===== config.mk =====
export PLATFORM = sky130hd
export DESIGN_NAME = sqrt_arbiter
export DESIGN_NICKNAME = d
export VERILOG_FILES = /design/src/rtl/sqrt_arbiter.sv
export SDC_FILE = /design/constraint.sdc
export NUM_CORES = 1
export LEC_CHECK = 0
export CAP_MARGIN = 10
export CORE_ASPECT_RATIO = 0.9
export CORE_MARGIN = 2
export CORE_UTILIZATION = 48
export CTS_CLUSTER_SIZE = 16
export DETAILED_ROUTE_END_ITERATION = 6
export PLACE_DENSITY = 0.87
export SYNTH_ARGS = -nofsm -noshare
export SYNTH_HDL_FRONTEND = slang
export SYNTH_SLANG_ARGS = --single-unit

===== constraint.sdc =====
create_clock -name clk_in -period 3.05 [get_ports clk_in]
set_clock_uncertainty 0.2 [all_clocks]
set_input_delay 0.4575 -clock clk_in [delete_from_list [all_inputs] [get_ports clk_in]]
set_output_delay 0.4575 -clock clk_in [all_outputs]
set_load 0.02 [all_outputs]

===== src/rtl/sqrt_arbiter.sv =====
// Purpose : two-requester arbiter in front of one shared integer-sqrt unit.
// Latency : ack 1 cycle after the req sample; done 7 cycles after it with the
//           team sqrt unit, or TIMEOUT cycles after it if the unit never goes busy.
// Backpressure: one operation at a time. Requests are sampled only in IDLE, so a
//           requester simply holds req high until it sees its ack.
//
// Ports:
//   clk_in, rst_in          clock, synchronous active-high reset
//   req0_in/req1_in         requests; a0_in/a1_in 8-bit operands
//   ack0_out/ack1_out       one-cycle grant pulse (operand captured)
//   done0_out/done1_out     one-cycle completion pulse; err_out marks a launch timeout
//   y0_out/y1_out           per-requester result, held until that requester's next done
//   busy_out                high while an operation is in flight
//   sq_start_out/sq_a_out   launch and operand to the sqrt unit
//   sq_busy_in/sq_y_in      sqrt unit status and result
//
// Build option: define SQRT_ARB_RR_EN for round-robin tie breaking; without it,
// requester 0 always wins a tie.

module sqrt_arbiter #(
  parameter int TIMEOUT = 8
) (
  input  logic       clk_in,
  input  logic       rst_in,
  input  logic       req0_in,
  input  logic       req1_in,
  input  logic [7:0] a0_in,
  input  logic [7:0] a1_in,
  output logic       ack0_out,
  output logic       ack1_out,
  output logic       done0_out,
  output logic       done1_out,
  output logic [3:0] y0_out,
  output logic [3:0] y1_out,
  output logic       err_out,
  output logic       busy_out,
  output logic       sq_start_out,
  output logic [7:0] sq_a_out,
  input  logic       sq_busy_in,
  input  logic [3:0] sq_y_in
);

  // Counter only has to reach TIMEOUT-1.
  localparam int CW = (TIMEOUT > 1) ? $clog2(TIMEOUT) : 1;
  localparam logic [CW-1:0] TO_LAST = CW'(TIMEOUT - 1);

  typedef enum logic [1:0] {
    IDLE      = 2'd0,
    WAIT_BUSY = 2'd1,
    WAIT_DONE = 2'd2
  } state_t;

  state_t        state;
  logic [CW-1:0] to_cnt;
  logic          grant_idx;   // requester owning the current operation
  logic          pick;        // requester that would be granted this cycle

`ifdef SQRT_ARB_RR_EN
  logic last_grant;

  // On a tie, favour whoever was not served last.
  always_comb begin
    pick = 1'b0;
    if (req0_in && req1_in) begin
      pick = ~last_grant;
    end else if (req1_in) begin
      pick = 1'b1;
    end
  end
`else
  // Fixed priority: requester 1 only wins when requester 0 is silent.
  always_comb begin
    pick = 1'b0;
    if (!req0_in && req1_in) begin
      pick = 1'b1;
    end
  end
`endif

  always_ff @(posedge clk_in) begin
    if (rst_in) begin
      state        <= IDLE;
      to_cnt       <= '0;
      grant_idx    <= 1'b0;
      ack0_out     <= 1'b0;
      ack1_out     <= 1'b0;
      done0_out    <= 1'b0;
      done1_out    <= 1'b0;
      err_out      <= 1'b0;
      busy_out     <= 1'b0;
      y0_out       <= '0;
      y1_out       <= '0;
      sq_start_out <= 1'b0;
      sq_a_out     <= '0;
`ifdef SQRT_ARB_RR_EN
      last_grant   <= 1'b1;  // so requester 0 wins the first tie
`endif
    end else begin
      // Pulses default low; only the owning requester's pulse is raised below.
      ack0_out  <= 1'b0;
      ack1_out  <= 1'b0;
      done0_out <= 1'b0;
      done1_out <= 1'b0;
      err_out   <= 1'b0;

      case (state)
        IDLE: begin
          if (req0_in || req1_in) begin
            grant_idx    <= pick;
            sq_a_out     <= pick ? a1_in : a0_in;
            sq_start_out <= 1'b1;
            ack0_out     <= ~pick;
            ack1_out     <= pick;
            to_cnt       <= '0;
            busy_out     <= 1'b1;
            state        <= WAIT_BUSY;
`ifdef SQRT_ARB_RR_EN
            last_grant   <= pick;
`endif
          end
        end

        WAIT_BUSY: begin
          if (sq_busy_in) begin
            sq_start_out <= 1'b0;
            state        <= WAIT_DONE;
          end else if (to_cnt == TO_LAST) begin
            // Unit never accepted the launch: finish with an error, y untouched.
            sq_start_out <= 1'b0;
            done0_out    <= ~grant_idx;
            done1_out    <= grant_idx;
            err_out      <= 1'b1;
            busy_out     <= 1'b0;
            state        <= IDLE;
          end else begin
            to_cnt <= to_cnt + 1'b1;
          end
        end

        WAIT_DONE: begin
          if (!sq_busy_in) begin
            if (grant_idx) begin
              y1_out <= sq_y_in;
            end else begin
              y0_out <= sq_y_in;
            end
            done0_out <= ~grant_idx;
            done1_out <= grant_idx;
            busy_out  <= 1'b0;
            state     <= IDLE;
          end
        end

        default: begin
          sq_start_out <= 1'b0;
          busy_out     <= 1'b0;
          state        <= IDLE;
        end
      endcase
    end
  end

endmodule

==> impl_results.md <==
- Status: finished clean
- Synth Area in Adders: 5.38%
- Post CTS Setup Buffer Count: 0
- Worst-path clk slew: 90 ps
- Tmin final: 1980 ps
- Vias per inst: 5.17
- I/O pins: 48
- Clock share of power: 28.7%
- Switch share: 29.9%
- Diodes inserted: 0
- Layout cells sized above 1: 12.7%
- Cts repair resizes: 0
- Reg2reg setup slack: 1070 ps
- Final WS setup: 1070 ps
- Via total after detailed routing: 1,143
- Peak supply drop: 0.385 mV
- Die area: 3360 µm²
- Rel. slew slack: 53.0%
- Syn Inst Count: 133
- DRC Markers: 0
- I/O Buffers: 47
- Die X: 60.9 µm
- Top cell type's share of synthesized area: 41.6%
- Simple-gate share of the synthesized area: 19.6%
- Startpoint types: register
- Final setup viols: 0
- WL per Instance: 13.4 µm
- Largest net degree at the start of global routing: 19
- Slew @ Worst Pin: 705 ps
- Total net switching power: 0.337 mW
- TritonCTS clock tree: built
- Register area share after synthesis: 41.6%
- DP Worst Slack: 702 ps
- Pwr Density: 579 nW/µm²
- CTS Buffer Depth: 2
- Clock root cell: clkbuf_4
- GRT Util Overall: 18.4%
- Core box area: 2750 µm²
- Hold Crit Start: sq_start_out
- R2R Path End: sq_a_out[4]
- GP Congestion: 0.833
- Slew Limit Fails: 0
- Cell Rows: 18
- Logic pwr share: 31.8%
- Crit share post-route: 64.8%
- Synth Area in Compound Gates: 14.5%
- Xor/xnor share of the synthesized area: 0%
- Cts bufs inserted: 5
- Sequential power share: 39.5%
- RSZ-0062 raised after global routing: false
- Hold Path Depth: 2
- Vias in the first global route: 1,020
- Largest family of logic cells by synthesized area: simple AND/OR/NAND/NOR gates
- RR Startpoint: state[0]
- Hold-fix buffers at CTS: 0
- Synthesized area: 1400 µm²
- R2R cell count: 5
- Final ANT Viol Nets: 0
- Worst Path Required: 3100 ps
- Final hold violations: 0
- First-pass GRT wire length: 4350 µm
- Remaining Overflow, GRT: 0
- CP arrival: 2030 ps
- Drt first pass iters: 4
- Nets@finish: 211
- Area grow syn2layout: 39.2%
- Hold Path Sink: sq_start_out
- Initial antenna violation count: 0
- Cell taking the most area after synthesis: dfxtp_1
- Worst-Skew Late Latency: 320 ps
- Cell-internal power: 0.788 mW
- H-tree levels: 2
- Initial Util: 50.8%
- Crit-path max FO: 18
- Setup crit end kind: register
- Wirelength, routed: 2970 µm
- Fill count: 215
- Final TNS setup: 0 ps
- Post-DP HPWL: 2260 µm
- Mux cell area share after synthesis: 12.9%
- Die height: 55.2 µm
- CTS sink cnt: 29
- # Max-Cap Violations: 0
- Crit path kind: register to register
- Lkg Pwr: 0.764 nW
- Yosys warnings: 0
- Netlist cell types: 28
- #FFs+latches synth: 29
- Hold WC Path Type: register to register
- Post-Syn Nets: 164
- 1st-iter DRT viols: 34
- Post-Syn Area per Cell: 10.5 µm²
- Max Freq: 0.506 GHz
- Synth area leaders: dfxtp_1, mux2i_1, a211oi_2
[routing by layer]
| metal | global-route usage (%) | wire length, µm | vias to the layer above |
|---|---|---|---|
| li1 | - | - | 565 |
| met1 | 20.0 | 1250 | 514 |
| met2 | 32.6 | 1420 | 57 |
| met3 | 4.88 | 239 | 7 |
| met4 | 10.1 | 61 | 0 |
| met5 | 0 | 0 | - |
[metrics by stage]
| step | hold WS, ps | cell area, µm² | instances | util, % | power, mW |
|---|---|---|---|---|---|
| 2_1_floorplan | 252 | 1400 | 133 | - | 0.699 |
| 3_3_place_gp | 255 | 1860 | 213 | 67.7 | 0.795 |
| 3_5_place_dp | 261 | 1860 | 213 | 67.7 | 0.811 |
| 4_1_cts | 271 | 1940 | 221 | 70.8 | 1.13 |
| 5_1_grt | 288 | 1940 | 221 | 70.8 | 1.18 |
| 6_report | 269 | 1940 | 221 | 70.8 | 1.13 |
[placed cells by master (no fill, tap or decap), types with 2 or more instances in the layout]
cell type        count
clkdlybuf4s50_1     47
dfxtp_1             29
nor2_1              20
mux2i_1             18
a211oi_2             9
a21oi_1              6
ha_1                 6
o31ai_1              5
clkbuf_4             5
inv_1                3
nor3b_2              3
nand3b_1             3
nand2b_1             3
nor3_1               3
o21a_1               2
or3b_1               2
nand2_1              2
or3_1                2
buf_4                2
[cell usage after synthesis, drive strengths merged]
cell type,n
nor2b,1
nor4bb,1
dfxtp,29
a21oi,6
or3b,2
nor2,20
nand2,2
a211oi,10
inv,3
o31ai,5
and2,1
nand2b,3
or3,2
buf,9
o21a,2
and3b,1
mux2i,18
nand3b,3
ha,6
nor3b,5
or4,1
nor3,3
[flip-flops by register name (all words and copies together) (netlist names)]
register,flops
ack0_out,1
ack1_out,1
busy_out,1
done0_out,1
done1_out,1
err_out,1
grant_idx,1
sq_a_out,8
sq_start_out,1
state,2
to_cnt,3
y0_out,4
y1_out,4
[cell type report]
type / instances / area, µm² / area share, %
clock buffers: 7 / 55.1 / 2.83
clock inverters: 1 / 30.0 / 1.54
inverters: 3 / 11.3 / 0.579
multi-input cells: 92 / 732 / 37.6
flip-flops and latches: 29 / 581 / 29.9
well taps: 40 / 50.0 / 2.57
repair buffers: 49 / 485 / 25.0
[worst max-delay path: stages (launching register included)]
cell	delay, ps
dfxtp_1	320
inv_1	100
ha_1	290
o21a_1	630
nor2_1	140
a211oi_2	220
[cells by family after synthesis]
| kind of cell | after synthesis |
|---|---|
| compound gates | 23 |
| simple gates | 45 |
| buf+inv | 12 |
| flops | 29 |
| mux | 18 |
| fa+ha+maj | 6 |
[worst max-delay path by stage]
stage,startpoint,end,slack (ps),depth (start not counted)
after global placement,req0_in,grant_idx,810,4
after detailed placement,req0_in,grant_idx,700,4
after global routing,state[0],sq_a_out[6],910,5
final,state[0],sq_a_out[4],1070,5
after CTS,state[0],sq_a_out[4],1070,5
after floorplan,to_cnt[0],to_cnt[0],1400,5
[power groups by stage]
stage	registers (mW)	clock network, mW	logic [mW]
after floorplan	0.494	0	0.204
after global placement	0.452	0	0.343
after detailed placement	0.453	0	0.358
after CTS	0.445	0.329	0.360
after global routing	0.450	0.344	0.387
final	0.445	0.323	0.358
Note: power is estimated with default switching activity, not from simulation.
